$ cat config.mk
export PLATFORM = sky130hd
export DESIGN_NAME = bsg_cache_dma_rr_arbiter
export DESIGN_NICKNAME = d
export VERILOG_FILES = /design/src/rtl/bsg_cache_dma_rr_arbiter.sv
export SDC_FILE = /design/constraint.sdc
export NUM_CORES = 1
export LEC_CHECK = 0
export BUFFER_PORTS_ARGS = -buffer_cell sky130_fd_sc_hd__buf_2
export CAP_MARGIN = 20
export CORE_AREA = 2 2 201 203
export DETAILED_ROUTE_END_ITERATION = 16
export DIE_AREA = 0 0 203 205
export MAX_ROUTING_LAYER = met4
export SLEW_MARGIN = 20
export SYNTH_ARGS = -nofsm -noshare
export SYNTH_HDL_FRONTEND = slang
export SYNTH_SLANG_ARGS = --single-unit
$ cat constraint.sdc
create_clock -name clk_i -period 2.5 [get_ports clk_i]
set_input_delay 0.5 -clock clk_i [delete_from_list [all_inputs] [get_ports clk_i]]
set_output_delay 0.5 -clock clk_i [all_outputs]
set_load 0.01 [all_outputs]
$ cat src/rtl/bsg_cache_dma_rr_arbiter.sv
// bsg_cache_dma_rr_arbiter
// Shares one downstream DMA port between num_cache_p bsg_cache DMA ports.
// Each grant goes to one cache. That cache's packet is routed downstream,
// then exactly one block of fill data (read) or evict data (write) is routed,
// and then the grant is released.
// Ports:
//   clk_i, reset_n_i                    clock, synchronous active-low reset
//   dma_pkt_i/_v_i/_yumi_o              per-cache packet {write_not_read, addr}
//   dma_data_o/_v_o, dma_data_ready_i   per-cache fill data (memory -> cache)
//   dma_data_i/_v_i, dma_data_yumi_o    per-cache evict data (cache -> memory)
//   mem_pkt_o/_v_o, mem_pkt_yumi_i      downstream packet
//   mem_data_i/_v_i, mem_data_ready_o   downstream fill data
//   mem_data_o/_v_o, mem_data_yumi_i    downstream evict data
//   grant_id_o, busy_o                  current grant, arbiter not idle
module bsg_cache_dma_rr_arbiter #(
    parameter int unsigned num_cache_p           = 4,
    parameter int unsigned addr_width_p          = 32,
    parameter int unsigned data_width_p          = 32,
    parameter int unsigned block_size_in_words_p = 4,
    localparam int unsigned pkt_width_lp         = addr_width_p + 1,
    localparam int unsigned lg_cache_lp          = (num_cache_p > 1) ? $clog2(num_cache_p) : 1
) (
    input  logic                                     clk_i,
    input  logic                                     reset_n_i,

    input  logic [num_cache_p-1:0][pkt_width_lp-1:0] dma_pkt_i,
    input  logic [num_cache_p-1:0]                   dma_pkt_v_i,
    output logic [num_cache_p-1:0]                   dma_pkt_yumi_o,

    output logic [num_cache_p-1:0][data_width_p-1:0] dma_data_o,
    output logic [num_cache_p-1:0]                   dma_data_v_o,
    input  logic [num_cache_p-1:0]                   dma_data_ready_i,

    input  logic [num_cache_p-1:0][data_width_p-1:0] dma_data_i,
    input  logic [num_cache_p-1:0]                   dma_data_v_i,
    output logic [num_cache_p-1:0]                   dma_data_yumi_o,

    output logic [pkt_width_lp-1:0]                  mem_pkt_o,
    output logic                                     mem_pkt_v_o,
    input  logic                                     mem_pkt_yumi_i,

    input  logic [data_width_p-1:0]                  mem_data_i,
    input  logic                                     mem_data_v_i,
    output logic                                     mem_data_ready_o,

    output logic [data_width_p-1:0]                  mem_data_o,
    output logic                                     mem_data_v_o,
    input  logic                                     mem_data_yumi_i,

    output logic [lg_cache_lp-1:0]                   grant_id_o,
    output logic                                     busy_o
);

    localparam int unsigned cnt_width_lp =
        (block_size_in_words_p > 1) ? $clog2(block_size_in_words_p) : 1;
    localparam logic [cnt_width_lp-1:0] cnt_last_lp = cnt_width_lp'(block_size_in_words_p - 1);

    typedef enum logic [1:0] {
        IDLE  = 2'd0,
        ISSUE = 2'd1,
        RDATA = 2'd2,
        WDATA = 2'd3
    } state_e;

    state_e                  state_r;
    logic [lg_cache_lp-1:0]  grant_r;
    logic [lg_cache_lp-1:0]  last_r;
    logic [cnt_width_lp-1:0] cnt_r;

    logic                    pick_v;
    logic [lg_cache_lp-1:0]  pick_id;

    // Round-robin pick: first valid requester after last_r, wrapping.
    // Scanning farthest-to-nearest lets the nearest valid index win.
    always_comb begin
        int unsigned idx;
        logic [lg_cache_lp-1:0] id;
        pick_v  = 1'b0;
        pick_id = '0;
        idx     = 0;
        id      = '0;
        for (int unsigned k = num_cache_p; k >= 1; k--) begin
            idx = (32'(last_r) + k) % num_cache_p;
            id  = lg_cache_lp'(idx);
            if (dma_pkt_v_i[id]) begin
                pick_v  = 1'b1;
                pick_id = id;
            end
        end
    end

    // State, grant and beat counter.
    always_ff @(posedge clk_i) begin
        if (!reset_n_i) begin
            state_r <= IDLE;
            cnt_r   <= '0;
            grant_r <= '0;
            last_r  <= lg_cache_lp'(num_cache_p - 1);
        end else begin
            case (state_r)
                IDLE: begin
                    if (pick_v) begin
                        grant_r <= pick_id;
                        last_r  <= pick_id;
                        state_r <= ISSUE;
                    end
                end
                ISSUE: begin
                    if (mem_pkt_yumi_i) begin
                        cnt_r   <= '0;
                        state_r <= dma_pkt_i[grant_r][addr_width_p] ? WDATA : RDATA;
                    end
                end
                RDATA: begin
                    if (mem_data_v_i && dma_data_ready_i[grant_r]) begin
                        cnt_r <= cnt_r + cnt_width_lp'(1);
                        if (cnt_r == cnt_last_lp) state_r <= IDLE;
                    end
                end
                WDATA: begin
                    if (mem_data_yumi_i) begin
                        cnt_r <= cnt_r + cnt_width_lp'(1);
                        if (cnt_r == cnt_last_lp) state_r <= IDLE;
                    end
                end
                default: state_r <= IDLE;
            endcase
        end
    end

    // Handshake routing to/from the granted cache; all strobes held low in reset.
    always_comb begin
        dma_pkt_yumi_o   = '0;
        dma_data_v_o     = '0;
        dma_data_yumi_o  = '0;
        mem_pkt_o        = dma_pkt_i[grant_r];
        mem_pkt_v_o      = 1'b0;
        mem_data_ready_o = 1'b0;
        mem_data_o       = dma_data_i[grant_r];
        mem_data_v_o     = 1'b0;
        if (reset_n_i) begin
            case (state_r)
                ISSUE: begin
                    mem_pkt_v_o             = 1'b1;
                    dma_pkt_yumi_o[grant_r] = mem_pkt_yumi_i;
                end
                RDATA: begin
                    dma_data_v_o[grant_r] = mem_data_v_i;
                    mem_data_ready_o      = dma_data_ready_i[grant_r];
                end
                WDATA: begin
                    mem_data_v_o             = dma_data_v_i[grant_r];
                    dma_data_yumi_o[grant_r] = mem_data_yumi_i;
                end
                default: ;
            endcase
        end
    end

    // Fill data is broadcast; only the granted cache sees valid.
    assign dma_data_o = {num_cache_p{mem_data_i}};

    assign busy_o     = reset_n_i && (state_r != IDLE);
    assign grant_id_o = reset_n_i ? grant_r : '0;

endmodule
# After elaboration in Yosys (flattened, before gate mapping)
# Index checks and enable logic that the tools add are counted.
[totals]
regBits = 8
input_bits = 309
out_inout_bits = 211
word_cells = 85
[op_classes]
n_addsub = 5
magnitude_cmp = 6
n_eq_ne = 8
mux = 50
bitwise = 3
reduce_logical = 9
[ops]
columns = ["operator", "n"]
rows = [
  ["$bmux 33 s2", 1],
  ["$bmux 32 s2", 1],
  ["$mux 33", 1],
  ["$mux 32", 1],
  ["$mux 2", 13],
  ["$mux 4", 6],
  ["$mux 1", 18],
  ["$lt 2x3->1 const B", 5],
  ["$and 4x4->4", 3],
  ["$bmux 1 s2", 6],
  ["$ne 2x2->1 const B", 4],
  ["$pmux 2 s4", 1],
  ["$reduce_and 4->1", 2],
  ["$add 2x1->2 const B", 3],
  ["$eq 2x2->1 const B", 3],
  ["$pmux 2 s3", 1],
  ["$add 2x2->2 const B", 2],
  ["$logic_and 1x1->1", 3],
  ["$reduce_bool 3->1", 1],
  ["$demux 1 s2", 1],
  ["$eq 2x1->1 const B", 1],
  ["$ge 2x1->1 const B", 1],
  ["$logic_not 2->1", 1],
  ["$reduce_and 2->1", 1],
  ["$reduce_bool 2->1", 1],
]

# Logic depth before layout (Yosys ltp)
[logic_depth]
word_depth = 9
ltp_mapped = 5
ltp_nobuf = 5

# Worst setup path after synthesis
# No wires, ideal clock.
[synth_path]
path_type = "register to output"
startpoint = "reg grant_r[0]"
endpoint = "out mem_data_o[0]"
arrival_ps = 1380
required_time_ps = 2000
path_slack_ps = 620
path_stages_with_launch = 4
n_path_buf = 2
cell_sequence = "dfxtp_1 > buf_2 > buf_4 > mux4_2"
[synth_between]
elab_chain_len = 2
[synth_rtl]
columns = ["element", "line", "text"]
rows = [
  ["start: declaration", "66", "logic [lg_cache_lp-1:0] grant_r;"],
  ["start signal: assignment", "103", "grant_r <= pick_id;"],
  ["$bmux 32 s2", "139", "mem_data_o = dma_data_i[grant_r];"],
  ["$mux 32 (not written as such)", "139", ""],
  ["end: declaration", "46", "output logic [data_width_p-1:0] mem_data_o,"],
]
# Every way passes these cells. The select of a mux whose other input is x is not followed.

# Worst setup path in the final report
[layout_path]
startpoint = "reg grant_r[0]"
endpoint = "out mem_pkt_o[21]"
[layout_between]
elab_chain_len = 2
[layout_rtl]
columns = ["element", "line", "text"]
rows = [
  ["$bmux 33 s2", "136", "mem_pkt_o = dma_pkt_i[grant_r];"],
  ["$mux 33 (not written as such)", "136", ""],
  ["end: declaration", "38", "output logic [pkt_width_lp-1:0] mem_pkt_o,"],
]
# Every way passes these cells. The select of a mux whose other input is x is not followed.

==> summary.txt <==
STA
  – Minimum clock period: between 2 and 2.5 ns
  – WHS: approximately 0.52 ns
  – Final setup viols: 0
  – Period utilization: 0.9052
  – Max-slew violations: 0
  – Slew margin rel.: 0.7421
  – Unrepaired setup endpoints after global routing: no
  – Fin Clk Skew: roughly 0.0009 ns
  – Worst Max-Slew Pin Slew: just under 0.4 ns
  – TNS Setup: 0 ns
  – Max Freq: 441.9 MHz
  – Final Hold Vio Count: 0

Job
  – MaxCap Viol Count: 0

Route
  – Wire per inst: ~18 um
  – WL final: ~19000 um
  – Initial detailed-routing violation count: 151
  – Detail Route Antenna Nets: 0
  – Vias per cell: 3.264
  – Total number of vias: roughly 3500
  – First drt pass iteration count: 4
  – Drt drc: 0

Synth
  – Main synth FF type: dfxtp_1
  – Mapped cell area: about 3200 um2
  – Yosys cell types: 39
  – Ys async rst share: 0
  – Number of synthesized flops with an enable pin: 0
  – Mapped Cells: 306
  – Average cell area after synthesis: ~10 um2
  – Seq cells post-synth: 8
  – Synthesis warning total: 0
  – Mapped Nets: slightly above 600
  – Sequential area share after synthesis: 0.04988

GRT
  – Vias in the first global route: approximately 3500
  – Total grt overflow: 0
  – Global-route wire length before repair: ~24000 um
  – GR Util All Layers: 0.08483
  – Initial antenna violation count: 6
  – Largest net degree at the start of global routing: 42

Clocking
  – Number of hold buffers added after cts: 0
  – H-Tree Depth: 1
  – Clock sinks: 8
  – CTS resizes: 0
  – CTS Buffer Depth: 2
  – Clk pin slew, worst setup/hold paths: ~0.040 ns
  – Clock Root Buffer: clkbuf_16
  – Post-CTS setup buffers: 0
  – CTS Buf Count: 3
  – Clock Latency Late Sink: roughly 0.23 ns
  – CTS tree: built

Floorplanning
  – Core Box Area: 39370 um2
  – FP Rows: 73
  – Die Span Y: 205 um
  – Initial Util: 0.08156
  – Io pins: between 500 and 600
  – Die W: 203 um
  – Die footprint: between 40000 and 50000 um2

Placed design
  – Detail Placement HPWL: about 17000 um
  – Port bufs: roughly 360
  – Gp weighted congestion: a little under 0.8
  – Placed cell area: around 4700 um2

Finish
  – End-of-flow core utilization: 0.1218
  – Sequential cell area: roughly 170 um2
  – Final Cell Area: approximately 4800 um2
  – Filler cells: 4505
  – Commonest non-fill, non-tap cell in the layout: buf_2
  – Area grow syn2layout: 49.30%
  – Share of layout cells above drive strength 1: 0.8346
  – Final nets: between 800 and 900
  – Footprint of the multi-input gates: between 1500 and 2000 um2
  – Most frequent cells in the layout: 359 x buf_2, 67 x mux4_2, 13 x nor2_1

Worst setup path
  – Delay-heaviest family, CP: multiplexers
  – Crit start category: flip-flop
  – Critical path's largest stage delay: about 0.6 ns
  – Critical path, cell by cell: buf_12 > mux4_2 > buf_2
  – Worst Path Max Fanout: 38
  – CP Class: flip-flop to primary output
  – Critical Path AT: around 1.8 ns
  – Required @ worst endpoint: roughly 2.0 ns
  – Element type at the critical path end: primary output
  – Slowest-stage cell, CP: mux4_2
  – Buffers & Inverters on Critical Path: 2

Power and ir drop
  – Power, Total: around 0.0016 W
  – Leakage power total: between 2 and 2.5 nW
  – Power Dens Cells: roughly 340 nW/um2
  – IR Drop Worst-Case VDD: between 0.15 and 0.2 mV

Outcome
  – Outcome: finished clean

Min path
  – Hold Crit Class: flip-flop to flip-flop
[final timing paths]
check / endpoint / startpoint / slack (ns) / depth (start not counted)
setup / recovery: mem_pkt_o[21] / grant_r[0] / 0.24 / 3
hold / removal: cnt_r[1] / cnt_r[1] / 0.52 / 2
setup reg to reg: cnt_r[0] / grant_r[1] / 0.98 / 5
hold reg to reg: cnt_r[1] / cnt_r[1] / 0.52 / 2
[layer usage]
| metal | vias to the layer above | track usage | routed length (um) |
|---|---|---|---|
| li1 | 1489 | - | - |
| met1 | 1618 | 0.09443 | 7202 |
| met2 | 309 | 0.1440 | 9213 |
| met3 | 34 | 0.02402 | 1911 |
| met4 | 0 | 0.03259 | 701 |
| met5 | - | - | 0 |
[registers in the layout, indices dropped and copies added, names as in the netlist]
name and flops:
cnt_r 2, grant_r 2, last_r 2, state_r 2
[where the power goes]
part           leakage, nW  internal (W)  switching, W
combinational         2.02      0.000626      0.000573
clock               0.0370      0.000206     0.0000620
sequential          0.0674      0.000144     0.0000263
[final cells by class]
type / instances / share of cell area
antenna: 6 / 0.003132
sequential: 8 / 0.03498
timing repair buffer: 365 / 0.3947
tap: 525 / 0.1370
multi-input combinational: 147 / 0.4122
inverter: 3 / 0.002349
clock buffer: 3 / 0.01566
[per-stage QoR]
| step | instances | worst slack [ns] |
|---|---|---|
| global placement | 1048 | 0.3922 |
| detailed placement | 1048 | 0.3581 |
| global route | 1056 | 0.1704 |
| finish | 1057 | 0.2369 |
| floorplan | 306 | 0.6195 |
| CTS | 1051 | 0.2101 |
[synth_stat cells, types with 2 or more instances]
| cell | instances | area share |
|---|---|---|
| buf_4 | 134 | 0.31 |
| mux4_2 | 67 | 0.47 |
| nor2_1 | 13 | 0.015 |
| nand2_1 | 10 | 0.012 |
| clkbuf_1 | 9 | 0.011 |
| dfxtp_1 | 8 | 0.050 |
| nand2b_1 | 6 | 0.012 |
| nor2b_1 | 5 | 0.0097 |
| nor3_1 | 5 | 0.0078 |
| buf_2 | 4 | 0.0062 |
| a21oi_1 | 3 | 0.0047 |
| and2_1 | 3 | 0.0058 |
| inv_1 | 3 | 0.0035 |
| nand3_1 | 3 | 0.0047 |
| a211oi_1 | 2 | 0.0047 |
| a21boi_0 | 2 | 0.0047 |
| a31oi_1 | 2 | 0.0039 |
| nand2_2 | 2 | 0.0039 |
| nand4_1 | 2 | 0.0039 |
| o21ai_0 | 2 | 0.0031 |
| o21ai_1 | 2 | 0.0031 |
| o22ai_1 | 2 | 0.0039 |
[cells by family (layout without fill, tap and decap cells)]
family,count (synthesis),after routing,share of synthesized area
AND/OR/NAND/NOR,56,56,0.09159
AO/OA/AOI/OAI,23,23,0.04988
flip-flops,8,8,0.04988
adder cells (fa/ha/maj),1,1,0.003896
other,0,6,0
buffers and inverters,151,371,0.3348
multiplexers,67,67,0.4700
[worst min-delay path, delay by kind of cell (launching register included)]
| family | cells | cell delay [ns] |
|---|---|---|
| flip-flops | 1 | 0.32 |
| AND/OR/NAND/NOR | 1 | 0.07 |
| AO/OA/AOI/OAI | 1 | 0.07 |
No activity file was read; power rests on OpenSTA's default activity.
